File: src/rtl/tft_pkg.sv
// Shared TFT command constants, default panel geometry and decoder state codes
// used by the SPI sink (and its transmit-side peers).
package tft_pkg;

    localparam logic [7:0] CMD_CASET = 8'h2A;
    localparam logic [7:0] CMD_PASET = 8'h2B;
    localparam logic [7:0] CMD_RAMWR = 8'h2C;

    localparam int DEFAULT_WIDTH  = 240;
    localparam int DEFAULT_HEIGHT = 320;

    // CASET(k)/PASET(k) share one state code each; k lives in a separate index.
    typedef logic [2:0] dec_state_t;
    localparam dec_state_t ST_IDLE     = 3'd0;
    localparam dec_state_t ST_CASET    = 3'd1;
    localparam dec_state_t ST_PASET    = 3'd2;
    localparam dec_state_t ST_RAMWR_HI = 3'd3;
    localparam dec_state_t ST_RAMWR_LO = 3'd4;

endpackage

File: src/rtl/tft_spi_sink_if.sv
// Pin-level SPI inputs plus the decoded byte/pixel/window outputs of the sink.
interface tft_spi_sink_if;
  logic        tft_clk;
  logic        tft_mosi;
  logic        tft_dc;
  logic        tft_cs;
  logic        byte_valid;
  logic [7:0]  byte_data;
  logic        byte_dc;
  logic        pix_valid;
  logic [8:0]  pix_x;
  logic [8:0]  pix_y;
  logic [15:0] pix_rgb;
  logic [15:0] win_x0;
  logic [15:0] win_x1;
  logic [15:0] win_y0;
  logic [15:0] win_y1;
  logic        frame_err;

  modport master (
    output tft_clk, tft_mosi, tft_dc, tft_cs,
    input  byte_valid, byte_data, byte_dc, pix_valid, pix_x, pix_y, pix_rgb,
    input  win_x0, win_x1, win_y0, win_y1, frame_err
  );

  modport slave (
    input  tft_clk, tft_mosi, tft_dc, tft_cs,
    output byte_valid, byte_data, byte_dc, pix_valid, pix_x, pix_y, pix_rgb,
    output win_x0, win_x1, win_y0, win_y1, frame_err
  );
endinterface

File: src/rtl/spi_byte_rx.sv
// Synchronizes the raw SPI pins into clk, shifts bits in on rising tft_clk and
// emits one byte strobe per 8 bits; partial bytes cut off by cs set frame_err.
module spi_byte_rx #(
  parameter int SYNC_STAGES = 2
) (
  input  logic       clk,
  input  logic       rst,
  input  logic       tft_clk,
  input  logic       tft_mosi,
  input  logic       tft_dc,
  input  logic       tft_cs,
  output logic       byte_valid,
  output logic [7:0] byte_data,
  output logic       byte_dc,
  output logic       frame_err
);

  logic [3:0] pin_raw;
  logic [3:0] pin_sync;

  assign pin_raw = {tft_cs, tft_dc, tft_mosi, tft_clk};

  // cs chain resets to 1 so the bus looks deselected until the pins propagate.
  for (genvar gi = 0; gi < 4; gi++) begin : g_sync
    logic [SYNC_STAGES-1:0] chain_reg;
    always_ff @(posedge clk) begin
      if (rst) chain_reg <= (gi == 3) ? '1 : '0;
      else     chain_reg <= {chain_reg[SYNC_STAGES-2:0], pin_raw[gi]};
    end
    assign pin_sync[gi] = chain_reg[SYNC_STAGES-1];
  end

  logic       s_clk, s_mosi, s_dc, s_cs;
  logic       clk_prev_reg;
  logic [6:0] shift_reg;
  logic [2:0] bit_cnt_reg;
  logic       byte_valid_reg, byte_dc_reg, frame_err_reg;
  logic [7:0] byte_data_reg;

  assign {s_cs, s_dc, s_mosi, s_clk} = pin_sync;

  always_ff @(posedge clk) begin
    byte_valid_reg <= 1'b0;
    if (rst) begin
      clk_prev_reg  <= 1'b0;
      shift_reg     <= '0;
      bit_cnt_reg   <= '0;
      byte_data_reg <= '0;
      byte_dc_reg   <= 1'b0;
      frame_err_reg <= 1'b0;
    end else begin
      clk_prev_reg <= s_clk;
      if (s_cs) begin
        bit_cnt_reg <= '0;
        if (bit_cnt_reg != 3'd0) frame_err_reg <= 1'b1;
      end else if (s_clk && !clk_prev_reg) begin
        if (bit_cnt_reg == 3'd7) begin
          byte_valid_reg <= 1'b1;
          byte_data_reg  <= {shift_reg, s_mosi};
          byte_dc_reg    <= s_dc;
          bit_cnt_reg    <= '0;
        end else begin
          shift_reg   <= {shift_reg[5:0], s_mosi};
          bit_cnt_reg <= bit_cnt_reg + 3'd1;
        end
      end
    end
  end

  assign byte_valid = byte_valid_reg;
  assign byte_data  = byte_data_reg;
  assign byte_dc    = byte_dc_reg;
  assign frame_err  = frame_err_reg;

endmodule

File: src/rtl/tft_spi_sink.sv
// TFT display-controller model: decodes CASET/PASET/RAMWR from the received
// byte stream into an address window and a stream of addressed RGB565 pixels.
module tft_spi_sink
  import tft_pkg::*;
#(
  parameter int WIDTH       = DEFAULT_WIDTH,
  parameter int HEIGHT      = DEFAULT_HEIGHT,
  parameter int SYNC_STAGES = 2
) (
  input logic            clk,
  input logic            rst,
  tft_spi_sink_if.slave  bus
);

  localparam logic [15:0] WIDTH_L  = 16'(WIDTH);
  localparam logic [15:0] HEIGHT_L = 16'(HEIGHT);

  logic       rx_valid, rx_dc, rx_ferr;
  logic [7:0] rx_data;

  spi_byte_rx #(.SYNC_STAGES(SYNC_STAGES)) u_rx (
    .clk        (clk),
    .rst        (rst),
    .tft_clk    (bus.tft_clk),
    .tft_mosi   (bus.tft_mosi),
    .tft_dc     (bus.tft_dc),
    .tft_cs     (bus.tft_cs),
    .byte_valid (rx_valid),
    .byte_data  (rx_data),
    .byte_dc    (rx_dc),
    .frame_err  (rx_ferr)
  );

  dec_state_t  state_reg;
  logic [1:0]  idx_reg;
  logic [23:0] param_reg;
  logic [7:0]  hi_reg;
  logic [15:0] cx_reg, cy_reg;
  logic [15:0] win_x0_reg, win_x1_reg, win_y0_reg, win_y1_reg;
  logic        pix_valid_reg;
  logic [8:0]  pix_x_reg, pix_y_reg;
  logic [15:0] pix_rgb_reg;

  always_ff @(posedge clk) begin
    pix_valid_reg <= 1'b0;
    if (rst) begin
      state_reg   <= ST_IDLE;
      idx_reg     <= '0;
      param_reg   <= '0;
      hi_reg      <= '0;
      cx_reg      <= '0;
      cy_reg      <= '0;
      win_x0_reg  <= '0;
      win_x1_reg  <= WIDTH_L - 16'd1;
      win_y0_reg  <= '0;
      win_y1_reg  <= HEIGHT_L - 16'd1;
      pix_x_reg   <= '0;
      pix_y_reg   <= '0;
      pix_rgb_reg <= '0;
    end else if (rx_valid) begin
      if (!rx_dc) begin
        // Any command restarts decoding; half-collected parameters are dropped.
        idx_reg <= '0;
        case (rx_data)
          CMD_CASET: state_reg <= ST_CASET;
          CMD_PASET: state_reg <= ST_PASET;
          CMD_RAMWR: begin
            state_reg <= ST_RAMWR_HI;
            cx_reg    <= win_x0_reg;
            cy_reg    <= win_y0_reg;
          end
          default:   state_reg <= ST_IDLE;
        endcase
      end else begin
        case (state_reg)
          ST_CASET, ST_PASET: begin
            idx_reg   <= idx_reg + 2'd1;
            param_reg <= {param_reg[15:0], rx_data};
            if (idx_reg == 2'd3) begin
              if (state_reg == ST_CASET) begin
                win_x0_reg <= param_reg[23:8];
                win_x1_reg <= {param_reg[7:0], rx_data};
              end else begin
                win_y0_reg <= param_reg[23:8];
                win_y1_reg <= {param_reg[7:0], rx_data};
              end
              state_reg <= ST_IDLE;
            end
          end
          ST_RAMWR_HI: begin
            hi_reg    <= rx_data;
            state_reg <= ST_RAMWR_LO;
          end
          ST_RAMWR_LO: begin
            pix_valid_reg <= (cx_reg < WIDTH_L) && (cy_reg < HEIGHT_L);
            pix_x_reg     <= cx_reg[8:0];
            pix_y_reg     <= cy_reg[8:0];
            pix_rgb_reg   <= {hi_reg, rx_data};
            if (cx_reg >= win_x1_reg) begin
              cx_reg <= win_x0_reg;
              cy_reg <= (cy_reg >= win_y1_reg) ? win_y0_reg : cy_reg + 16'd1;
            end else begin
              cx_reg <= cx_reg + 16'd1;
            end
            state_reg <= ST_RAMWR_HI;
          end
          default: ;
        endcase
      end
    end
  end

  assign bus.byte_valid = rx_valid;
  assign bus.byte_data  = rx_data;
  assign bus.byte_dc    = rx_dc;
  assign bus.frame_err  = rx_ferr;
  assign bus.pix_valid  = pix_valid_reg;
  assign bus.pix_x      = pix_x_reg;
  assign bus.pix_y      = pix_y_reg;
  assign bus.pix_rgb    = pix_rgb_reg;
  assign bus.win_x0     = win_x0_reg;
  assign bus.win_x1     = win_x1_reg;
  assign bus.win_y0     = win_y0_reg;
  assign bus.win_y1     = win_y1_reg;

endmodule

File: src/flat_wrapper.sv
// flat-port wrapper written by rule: the top's interface ports become plain ports
module tft_spi_sink_flat import tft_pkg::*;
#(
  parameter int WIDTH       = DEFAULT_WIDTH,
  parameter int HEIGHT      = DEFAULT_HEIGHT,
  parameter int SYNC_STAGES = 2
)
  (clk, rst, bus_tft_clk, bus_tft_mosi, bus_tft_dc, bus_tft_cs, bus_byte_valid, bus_byte_data, bus_byte_dc, bus_pix_valid, bus_pix_x, bus_pix_y, bus_pix_rgb, bus_win_x0, bus_win_x1, bus_win_y0, bus_win_y1, bus_frame_err);
  tft_spi_sink_if bus_i ();
  input logic clk;
  input logic rst;
  input wire logic [$bits(bus_i.tft_clk)-1:0] bus_tft_clk;
  input wire logic [$bits(bus_i.tft_mosi)-1:0] bus_tft_mosi;
  input wire logic [$bits(bus_i.tft_dc)-1:0] bus_tft_dc;
  input wire logic [$bits(bus_i.tft_cs)-1:0] bus_tft_cs;
  output wire logic [$bits(bus_i.byte_valid)-1:0] bus_byte_valid;
  output wire logic [$bits(bus_i.byte_data)-1:0] bus_byte_data;
  output wire logic [$bits(bus_i.byte_dc)-1:0] bus_byte_dc;
  output wire logic [$bits(bus_i.pix_valid)-1:0] bus_pix_valid;
  output wire logic [$bits(bus_i.pix_x)-1:0] bus_pix_x;
  output wire logic [$bits(bus_i.pix_y)-1:0] bus_pix_y;
  output wire logic [$bits(bus_i.pix_rgb)-1:0] bus_pix_rgb;
  output wire logic [$bits(bus_i.win_x0)-1:0] bus_win_x0;
  output wire logic [$bits(bus_i.win_x1)-1:0] bus_win_x1;
  output wire logic [$bits(bus_i.win_y0)-1:0] bus_win_y0;
  output wire logic [$bits(bus_i.win_y1)-1:0] bus_win_y1;
  output wire logic [$bits(bus_i.frame_err)-1:0] bus_frame_err;
  assign bus_i.tft_clk = bus_tft_clk;
  assign bus_i.tft_mosi = bus_tft_mosi;
  assign bus_i.tft_dc = bus_tft_dc;
  assign bus_i.tft_cs = bus_tft_cs;
  assign bus_byte_valid = bus_i.byte_valid;
  assign bus_byte_data = bus_i.byte_data;
  assign bus_byte_dc = bus_i.byte_dc;
  assign bus_pix_valid = bus_i.pix_valid;
  assign bus_pix_x = bus_i.pix_x;
  assign bus_pix_y = bus_i.pix_y;
  assign bus_pix_rgb = bus_i.pix_rgb;
  assign bus_win_x0 = bus_i.win_x0;
  assign bus_win_x1 = bus_i.win_x1;
  assign bus_win_y0 = bus_i.win_y0;
  assign bus_win_y1 = bus_i.win_y1;
  assign bus_frame_err = bus_i.frame_err;
  tft_spi_sink #(.WIDTH(WIDTH), .HEIGHT(HEIGHT), .SYNC_STAGES(SYNC_STAGES)) u_core (.clk(clk), .rst(rst), .bus(bus_i));
endmodule
File: config.mk
export PLATFORM = sky130hd
export DESIGN_NAME = tft_spi_sink_flat
export DESIGN_NICKNAME = d
export VERILOG_FILES = /design/src/rtl/tft_pkg.sv /design/src/rtl/tft_spi_sink_if.sv /design/src/rtl/spi_byte_rx.sv /design/src/rtl/tft_spi_sink.sv /design/src/flat_wrapper.sv
export SDC_FILE = /design/constraint.sdc
export NUM_CORES = 1
export LEC_CHECK = 0
export ABC_AREA = 1
export BUFFER_PORTS_ARGS = -buffer_cell sky130_fd_sc_hd__buf_2
export CORE_MARGIN = 3
export CORE_UTILIZATION = 62
export CTS_CLUSTER_DIAMETER = 100
export DETAILED_ROUTE_END_ITERATION = 12
export PLACE_DENSITY = 0.85
export SETUP_SLACK_MARGIN = 0.1
export SYNTH_ARGS = -nofsm -noshare
export SYNTH_HDL_FRONTEND = slang
export SYNTH_SLANG_ARGS = --single-unit
export TNS_END_PERCENT = 1
File: constraint.sdc
create_clock -name clk -period 5.4 [get_ports clk]
set_input_delay 0.81 -clock clk [delete_from_list [all_inputs] [get_ports clk]]
set_output_delay 0.81 -clock clk [all_outputs]
set_load 0.01 [all_outputs]
==> results.toml, run 1 <==
[timing]
fin_tns_setup_ns = 0
maxSlewHeadroom_pct = 20.18
fin_crit_ns = 3.391
setup_viol = 0
drv_slew = 0
skew_ns = 0.008244
fmax_mhz = 294.9
hold_viol = 0
holdWs_ns = 0.4027
rsz0062_at_grt = "false"
tightest_slew_ns = 1.197
final.period_utilization_pct = 62.79

[worst_setup_path]
r2r-end = "u_core.bus.win_y0[8]"
critPathCaptureType = "flop"
cp_slowest_cell = "nor2_2"
crit_buf_inv = 4
cp.required_ns = 5.69
crit_chain = "inv_1 > nor3_2 > nor2_1 > nor2_2 > inv_2 > nor3_2 > buf_4 > inv_2 > o21ai_0 > a21oi_1"
cp.arrival_ns = 3.68
crit_fanout = 44
cp-start-kind = "flop"
crit_type = "reg -> reg"
reg2reg_depth = 10
max_stage_delay_ns = 0.79
r2r_setup_slack_ns = 2.01
path_delay_family = "simple AND/OR/NAND/NOR gates"
worstReg2RegStart = "u_core.state_reg[0]"

[logic_synthesis]
syn_area_um2 = 8818
synthArstFlopShare_pct = 0
synth.top_cells.by_area = "dfxtp_1 45%, nand2_1 7.4%, o21ai_0 7.2%"
yosys_register_bits = 198
synth-edff-count = 0
ys_seq_area_share_pct = 44.95
yosysWarnings = 0
synth_top_area_share_pct = 44.95
synth_area_per_cell_um2 = 7.373
synthesis.nets = 1240
yosysMostFrequentCell = "dfxtp_1"
synth_commonest_cells = "198 x dfxtp_1, 175 x nand2_1, 162 x nor2_1"
synthCells = 1196
yosysTopAreaCell = "dfxtp_1"
synth_ff_type = "dfxtp_1"
yosys.cell_types.count = 36

[placement]
hpwl_mm = 16.69
place_congestion = 0.9103
numPortBuffers = 115

[power_and_ir_drop]
p_per_area_nw_per_um2 = 275.5
clkPwrFrac_pct = 45.4
power_frac_seq_pct = 53.3
internal_power_w = 0.002139
p_leak_nw = 4.609
switching_power_w = 0.0006113
p_sw_share_pct = 22.23
combPwrFrac_pct = 1.4
vdd.ir_drop.worst_uv = 208.9

[final_layout]
fillers = 1093
final_nets = 1318
multiInputGateArea_um2 = 4104
final_util_pct = 73.63
syn_to_final_growth_pct = 13.21
diodes = 0
largest_reg_flops = 24
seq_area_um2 = 3964
drive_gt1_share_pct = 13.60

[die]
ios = 116
die_height_um = 125.3
core_um2 = 13560
die_w_um = 125.3
die_area_um2 = 15690
num_rows = 42
initial_core_util_pct = 65.04

[routing]
drtPass1Iterations = 5
vias = 8442
antenna_left = 0
drc = 0
vias_per_cell = 5.770
routed_wl_mm = 24.54
drt_iter0_drc = 1069
wl_per_cell_um = 16.77

[clock_network]
post_cts_buffers = 0
cts_root_buffer = "clkbuf_16"
cts_htree_levels = 4
cts.sinks = 198
cts_tree = "built"
cts_buffer_depth = 2
cts_made_buffers = 17
clock_latency_ns = 0.44
postCtsHoldBufs = 0
clkTransAtPathRegs_ns = 0.07
post_cts_resized = 0

[grt]
grt_pass1_wl_mm = 39.16
grt_use_total_pct = 30.72
grt_max_degree = 82
antenna_found_initial = 0
grt_pass1_vias = 7663
overflow = 0

[run]
maxCapViolCount = 0

[outcome]
status = "complete, no violations"

[hold_path]
hold_depth = 2
hp-class = "reg -> reg"
holdCritStartpoint = "u_core.u_rx.g_sync[0].chain_reg[0]"
holdPathEnd = "u_core.u_rx.g_sync[0].chain_reg[1]"
[metrics by stage]
| step | total power (W) | cell area, um^2 | worst slack [ns] | instances |
|---|---|---|---|---|
| final | 0.002750 | 9983 | 2.010 | 1463 |
| after global routing | 0.002818 | 9983 | 1.640 | 1463 |
| after CTS | 0.002750 | 9983 | 2.049 | 1463 |
| after detailed placement | 0.001535 | 9413 | 2.148 | 1431 |
| after global placement | 0.001534 | 9413 | 2.321 | 1431 |
| after floorplan | 0.001526 | 8818 | 3.334 | 1196 |
[logic make-up (layout without fill, tap and decap cells)]
| kind of cell | after synthesis | count (layout) | synth area share [%] |
|---|---|---|---|
| compound gates | 272 | 272 | 16.13 |
| xor+xnor | 25 | 25 | 2.483 |
| fa+ha+maj | 38 | 38 | 5.392 |
| buf+inv | 194 | 285 | 8.570 |
| flops | 198 | 198 | 44.95 |
| simple gates | 469 | 469 | 22.47 |
[metal layers]
layer | vias to the layer above | share of wire, % | track usage (%)
li1 | 4060 | - | -
met1 | 3961 | 42 | 41.95
met2 | 367 | 46 | 48.09
met3 | 54 | 8.7 | 7.249
met4 | 0 | 2.9 | 10.71
met5 | - | 0 | 0
[layout by cell type, fill, tap and decap left out, types with 3 or more instances in the layout]
| master | n |
|---|---|
| nand2_1 | 175 |
| clkinv_2 | 5 |
| xor2_1 | 19 |
| a21oi_1 | 115 |
| inv_1 | 123 |
| o21ai_1 | 7 |
| nor2_1 | 162 |
| o21ai_0 | 127 |
| nor3_2 | 3 |
| ha_1 | 38 |
| nand3_1 | 85 |
| dfxtp_1 | 198 |
| xnor2_1 | 6 |
| clkbuf_16 | 17 |
| nand4_1 | 5 |
| buf_2 | 115 |
| o211ai_1 | 15 |
| nor3_1 | 22 |
| buf_4 | 7 |
| nor4_1 | 6 |
| inv_2 | 7 |
| or2_2 | 5 |
| inv_6 | 5 |
[area by class of cell]
| class | instances | share of cell area (%) |
|---|---|---|
| clock inverters | 13 | 1.178 |
| inverters | 131 | 4.976 |
| multi-input cells | 804 | 41.11 |
| repair buffers | 122 | 6.292 |
| flip-flops and latches | 198 | 39.70 |
| clock buffers | 19 | 4.537 |
| well taps | 176 | 2.206 |
[worst min-delay path, delay by kind of cell (launching register included)]
family,cells,cell delay [ns]
simple gates,1,0.03
flops,1,0.30
buf+inv,1,0.04
[worst max path at each step]
stage	start	endpoint	slack (ns)	depth (start not counted)
detailed placement	u_core.state_reg[0]	u_core.bus.win_y0[11]	2.15	10
finish	u_core.state_reg[0]	u_core.bus.win_y0[8]	2.01	10
floorplan	u_core.cx_reg[0]	u_core.cx_reg[10]	3.33	15
global route	u_core.state_reg[0]	u_core.bus.win_y0[8]	1.64	10
CTS	u_core.state_reg[0]	u_core.bus.win_y0[8]	2.05	10
global placement	u_core.state_reg[0]	u_core.bus.win_y1[6]	2.32	10
[power groups by stage]
| stage | Sequential, W | Combinational [W] | Clock (W) |
|---|---|---|---|
| after floorplan | 0.00150 | 0.0000279 | 0 |
| final | 0.00146 | 0.0000376 | 0.00125 |
| after global routing | 0.00146 | 0.0000422 | 0.00131 |
| after CTS | 0.00146 | 0.0000371 | 0.00125 |
| after global placement | 0.00150 | 0.0000358 | 0 |
| after detailed placement | 0.00150 | 0.0000367 | 0 |
No activity file was read; power rests on OpenSTA's default activity.
==> inputs of run 2 (changes only) <==
--- a/config.mk
+++ b/config.mk
@@ -8,10 +8,10 @@
 export ABC_AREA = 1
 export BUFFER_PORTS_ARGS = -buffer_cell sky130_fd_sc_hd__buf_2
 export CORE_MARGIN = 3
-export CORE_UTILIZATION = 62
+export CORE_UTILIZATION = 52
 export CTS_CLUSTER_DIAMETER = 100
 export DETAILED_ROUTE_END_ITERATION = 12
-export PLACE_DENSITY = 0.85
+export PLACE_DENSITY = 0.76
 export SETUP_SLACK_MARGIN = 0.1
 export SYNTH_ARGS = -nofsm -noshare
 export SYNTH_HDL_FRONTEND = slang
==> constraint.sdc (replaced) <==
create_clock -name clk -period 2.8 [get_ports clk]
set_input_delay 0.42 -clock clk [delete_from_list [all_inputs] [get_ports clk]]
set_output_delay 0.42 -clock clk [all_outputs]
set_load 0.01 [all_outputs]
==> run 2 against run 1 <==
Utilization down 11 points. Via count shrank 1.4%. Flip-flop and latch count stayed put. Critical path type unchanged. Count of clock-buffer cells in the layout fell by 1. Critical endpoint is now u_core.cy_reg[0]. Wire length rose by 3.0%. Die area grew 18%. Worst setup slack worse by 1.6 ns. Sequential share of layout area shrank 0.95 points.
==> results.toml, run 2 (synthesis results as in run 1) <==
[outcome]
status = "complete, no violations"

[worst_setup_path]
reg2reg_depth = 9
cp_slowest_cell = "dfxtp_1"
max_stage_delay_ns = 0.49
cp.required_ns = 3.14
path_delay_family = "simple AND/OR/NAND/NOR gates"
critPathCapture = "u_core.cy_reg[0]"
cp.arrival_ns = 2.75
crit_chain = "inv_2 > nor4_2 > nand3_1 > o21ai_2 > nand2_2 > clkinv_4 > nand2_1 > o21ai_0 > inv_1"
crit_type = "reg -> reg"
cp-start-kind = "flop"
r2r_setup_slack_ns = 0.39
worstReg2RegStart = "u_core.u_rx.byte_data[5]"
timing.critical_path.from = "u_core.u_rx.byte_data[5]"
r2r-end = "u_core.cy_reg[0]"
crit_fanout = 19
cp.depth = 9
crit_buf_inv = 3
critPathCaptureType = "flop"

[run]
maxCapViolCount = 0

[timing]
tightest_slew_ns = 0.7013
maxSlewHeadroom_pct = 53.18
rsz0062_at_grt = "true"
skew_ns = 0.01188
hold_viol = 0
worst_slack_ns = 0.3885
final.period_utilization_pct = 86.12
fin_crit_ns = 2.411
fin_tns_setup_ns = 0
drv_slew = 0
setup_viol = 0
fmax_mhz = 414.7

[routing]
drc = 0
drt_iter0_drc = 841
drtPass1Iterations = 5
antenna_left = 0
vias = 8326
vias_per_cell = 5.453
wl_per_cell_um = 16.55
routed_wl_mm = 25.28

[clock_network]
cts_made_buffers = 17
cts_buffer_depth = 2
clkTransAtPathRegs_ns = 0.07
clock_latency_ns = 0.45
cts_root_buffer = "clkbuf_16"
cts.sinks = 198
cts_htree_levels = 4
cts_tree = "built"
postCtsHoldBufs = 0

[die]
core_um2 = 16230
ios = 116
die_w_um = 136.2
initial_core_util_pct = 54.33
die_area_um2 = 18560
die_height_um = 136.2
num_rows = 46

[grt]
grt_use_total_pct = 27.36
overflow = 0
grt_pass1_wl_mm = 40.04
grt_max_degree = 61
antenna_found_initial = 0
grt_pass1_vias = 7474

[final_layout]
fillers = 1478
diodes = 0
layout_commonest_cell = "dfxtp_1"
syn_to_final_growth_pct = 15.99
drive_gt1_share_pct = 15.26
largest_reg_flops = 24
final_cell_mix = "198 x dfxtp_1, 175 x nand2_1, 162 x nor2_1"
final_nets = 1342

[placement]
dp_slack_ns = 0.3875
place_congestion = 0.9380
hpwl_mm = 17.72
numPortBuffers = 115

[hold_path]
hold_depth = 2
hp-class = "in -> reg"

[power_and_ir_drop]
p_total_w = 0.005322
p_leak_nw = 4.706
p_per_area_nw_per_um2 = 520.3
vdd.ir_drop.worst_uv = 422.9
[run 2: cell count changes in the layout (fill, tap and decap cells not counted), moves of 2 or more]
cell	change
buf_4	+24
inv_6	-2
clkinvlp_4	+6
clkinv_2	-4
[run 2: what timing repair did]
action / 4_1_cts / 5_1_grt
endpoints found under the setup margin: 0 / 14
setup buffers: 0 / 0
gates resized for setup: 0 / 1
[run 2: cell type report]
cell class | count | area, um^2 | share of cell area, %
multi-input combinational | 804 | 4104 | 40.12
sequential | 198 | 3964 | 38.75
timing repair buffer | 146 | 808.3 | 7.902
inverter | 131 | 500.5 | 4.893
clock buffer | 18 | 439.2 | 4.294
tap | 216 | 270.3 | 2.642
clock inverter | 14 | 142.6 | 1.394
[run 2: metrics by stage]
step / util [%] / std cells / hold WS (ns) / area [um^2]
floorplan: - / 1196 / 0.3883 / 8818
global placement: 59.41 / 1495 / 0.3901 / 9643
detailed placement: 59.41 / 1495 / 0.3962 / 9643
CTS: 63.00 / 1527 / 0.1534 / 10220
global route: 63.02 / 1527 / 0.1531 / 10230
finish: 63.02 / 1527 / 0.1595 / 10230
[run 2: worst reg2reg max path: cells and delay by family (launching register included)]
| kind | cells | cell delay [ns] |
|---|---|---|
| AO/OA/AOI/OAI | 2 | 0.37 |
| flip-flops | 1 | 0.49 |
| AND/OR/NAND/NOR | 4 | 1.02 |
| buffers and inverters | 3 | 0.44 |
[run 2: how the worst min path moves through the flow]
stage,from,end,slack [ns]
floorplan,u_core.u_rx.g_sync[0].chain_reg[0],u_core.u_rx.g_sync[0].chain_reg[1],0.39
global route,bus_tft_cs,u_core.u_rx.g_sync[3].chain_reg[0],0.15
global placement,u_core.u_rx.g_sync[0].chain_reg[0],u_core.u_rx.g_sync[0].chain_reg[1],0.39
detailed placement,u_core.u_rx.g_sync[0].chain_reg[0],u_core.u_rx.g_sync[0].chain_reg[1],0.40
finish,bus_tft_cs,u_core.u_rx.g_sync[3].chain_reg[0],0.16
CTS,bus_tft_cs,u_core.u_rx.g_sync[3].chain_reg[0],0.15
[run 2: power breakdown]
part / total, W / internal [W] / switching (W) / leakage [nW]
logic: 0.0000796 / 0.0000196 / 0.0000601 / 2.84
clock network: 0.00242 / 0.00127 / 0.00115 / 0.266
registers: 0.00282 / 0.00282 / 0.00000318 / 1.60
total: 0.00532 / 0.00411 / 0.00121 / 4.71
[run 2: routing by layer]
layer	up-vias	part of all wire [%]	track usage, %
met5	-	0	0
met4	0	1.7	7.391
met3	31	7.1	4.959
met2	311	46	43.31
met1	3863	45	38.54
li1	4121	-	-
==> inputs of run 3 (changes only) <==
--- a/config.mk
+++ b/config.mk
@@ -5,12 +5,12 @@
 export SDC_FILE = /design/constraint.sdc
 export NUM_CORES = 1
 export LEC_CHECK = 0
-export ABC_AREA = 1
-export BUFFER_PORTS_ARGS = -buffer_cell sky130_fd_sc_hd__buf_2
+export BUFFER_PORTS_ARGS = -buffer_cell sky130_fd_sc_hd__buf_4
 export CORE_MARGIN = 3
 export CORE_UTILIZATION = 52
 export CTS_CLUSTER_DIAMETER = 100
 export DETAILED_ROUTE_END_ITERATION = 12
+export GPL_TIMING_DRIVEN = 0
 export PLACE_DENSITY = 0.76
 export SETUP_SLACK_MARGIN = 0.1
 export SYNTH_ARGS = -nofsm -noshare
==> run 3 against run 2 <==
Global-route usage is 0.33 points higher. Synthesized cell count down 9.0%. Worst setup slack worse by 0.26 ns. Utilization grew 1.8 points. Register-to-register slack got worse by 0.26 ns. Critical path depth up 1. Flip-flop and latch count is the same. Hold slack better by 0.0081 ns. First-iteration DRC count shrank 5.0%. Cell count decreased by 4.1%. Largest cell class unchanged. Largest power group unchanged. Highest routed layer unchanged.
==> results.toml, run 3 <==
[clock_network]
cts_made_buffers = 17
clkTransAtPathRegs_ns = 0.07
cts_tree = "built"
cts_buffer_depth = 2
cts.sinks = 198
postCtsHoldBufs = 0
cts_htree_levels = 4
clock_latency_ns = 0.44
cts_root_buffer = "clkbuf_16"

[worst_setup_path]
cp-start-kind = "flop"
critPathCaptureType = "flop"
worstReg2RegStart = "u_core.bus.win_x1[7]"
cp_slowest_cell = "a211o_4"
crit_fanout = 6
crit_type = "reg -> reg"
crit_chain = "inv_1 > ha_4 > and3_4 > a221o_1 > a211o_4 > o31ai_4 > buf_6 > buf_8 > a21oi_1 > o32ai_2"
path_delay_family = "compound AO/OA/AOI/OAI gates"
cp.required_ns = 3.14
max_stage_delay_ns = 0.38
timing.critical_path.from = "u_core.bus.win_x1[7]"
cp.arrival_ns = 3.02
crit_buf_inv = 3

[final_layout]
diodes = 0
design_area_um2 = 10790
layout_commonest_cell = "nand2_1"
final_cell_mix = "277 x nand2_1, 188 x dfxtp_1, 154 x a21oi_1"
largest_reg_flops = 24
syn_to_final_growth_pct = 21.60
fin_cells = 1464
final_nets = 1275
drive_gt1_share_pct = 17.60

[logic_synthesis]
synth_top_area_share_pct = 44.68
synth-edff-count = 0
synthesis.nets = 1132
yosys.cell_types.count = 67
yosysMostFrequentCell = "nand2_1"
synth_ff_type = "dfxtp_1"
synthArstFlopShare_pct = 0
yosysWarnings = 0
syn_area_um2 = 8872
synth.top_cells.by_area = "dfxtp_1 45%, nand2_1 12%, a21oi_1 8.7%"
yosysTopAreaCell = "dfxtp_1"
synthCells = 1088
ys_seq_area_share_pct = 44.68
synth_commonest_cells = "277 x nand2_1, 198 x dfxtp_1, 154 x a21oi_1"
synth_area_per_cell_um2 = 8.155
yosys_register_bits = 198

[routing]
vias_per_cell = 5.687
drtPass1Iterations = 6
routed_wl_mm = 26.39
vias = 8326
antenna_left = 0
wl_per_cell_um = 18.03
drc = 0
drt_iter0_drc = 799

[grt]
grt_pass1_wl_mm = 39.88
overflow = 0
antenna_found_initial = 0
grt_use_total_pct = 27.69
grt_pass1_vias = 7662
grt_max_degree = 19

[die]
die_w_um = 136.6
ios = 116
die_height_um = 136.6
die_area_um2 = 18670
core_um2 = 16640
initial_core_util_pct = 53.31
num_rows = 47

[power_and_ir_drop]
p_leak_nw = 4.030
p_per_area_nw_per_um2 = 488.8
vdd.ir_drop.worst_uv = 476.6
p_total_w = 0.005274

[timing]
maxSlewHeadroom_pct = 43.43
final.period_utilization_pct = 95.49
skew_ns = 0.009197
setup_viol = 0
drv_slew = 0
tightest_slew_ns = 0.8429
fmax_mhz = 374.0
fin_crit_ns = 2.674
hold_viol = 0
fin_tns_setup_ns = 0
rsz0062_at_grt = "true"

[placement]
place_congestion = 0.9215
hpwl_mm = 19.19
numPortBuffers = 115
place_inst = 1423
dpl_cell_area_um2 = 10010

[run]
maxCapViolCount = 0

[hold_path]
hp-class = "in -> reg"
holdCritStartpoint = "bus_tft_cs"

[outcome]
status = "complete, no violations"
[run 3: worst paths after layout]
kind	end	slack (ns)	depth (start not counted)
min reg2reg	u_core.u_rx.g_sync[3].chain_reg[1]	0.42	1
max	u_core.cy_reg[11]	0.13	10
min	u_core.u_rx.g_sync[3].chain_reg[0]	0.17	2
max reg2reg	u_core.cy_reg[11]	0.13	10
[run 3: per-stage QoR]
step | hold WS, ns | worst slack [ns] | utilization, %
2_1_floorplan | 0.3895 | 0.2794 | -
3_3_place_gp | 0.3924 | -0.2560 | 60.15
3_5_place_dp | 0.4026 | -0.2843 | 60.15
4_1_cts | 0.1602 | 0.09094 | 63.83
5_1_grt | 0.1680 | 0.08008 | 64.83
6_report | 0.1676 | 0.1262 | 64.83
[run 3: cell families after synthesis]
group,after synthesis,share of synthesized area (%)
buffers and inverters,132,6.304
DFF,198,44.68
adders and majority gates,39,5.472
and+or+nand+nor,441,21.89
xor gates and xnor gates,1,0.09873
muxes,32,3.610
AOI/OAI and AO/OA,245,17.95
[run 3: cell type report]
| type | count | area (um^2) |
|---|---|---|
| Multi-Input combinational cell | 758 | 4424 |
| Tap cell | 220 | 275.3 |
| Fill cell | 1367 | 5853 |
| Buffer | 73 | 370.4 |
| Inverter | 59 | 221.5 |
| Clock inverter | 14 | 116.4 |
| Clock buffer | 18 | 439.2 |
| Timing Repair Buffer | 124 | 963.4 |
| Sequential cell | 198 | 3979 |
[run 3: repair_timing]
| item | CTS | global route |
|---|---|---|
| setup endpoints to repair | 21 | 29 |
| gates cloned | 0 | 3 |
| gates resized for setup | 11 | 24 |
| pin swaps | 2 | 6 |
| buffers inserted | 3 | 3 |
[run 3: per-layer routing]
metal | global-route usage (%) | share of wire (%)
met1 | 36.58 | 42
met2 | 44.74 | 47
met3 | 5.184 | 7.7
met4 | 11.20 | 3.5
met5 | 0 | 0
[run 3: where the power goes]
| group | internal, W | switching (W) | total, W |
|---|---|---|---|
| sequential | 0.00282 | 0.00000240 | 0.00282 |
| clock | 0.00119 | 0.00118 | 0.00236 |
| combinational | 0.0000207 | 0.0000682 | 0.0000889 |
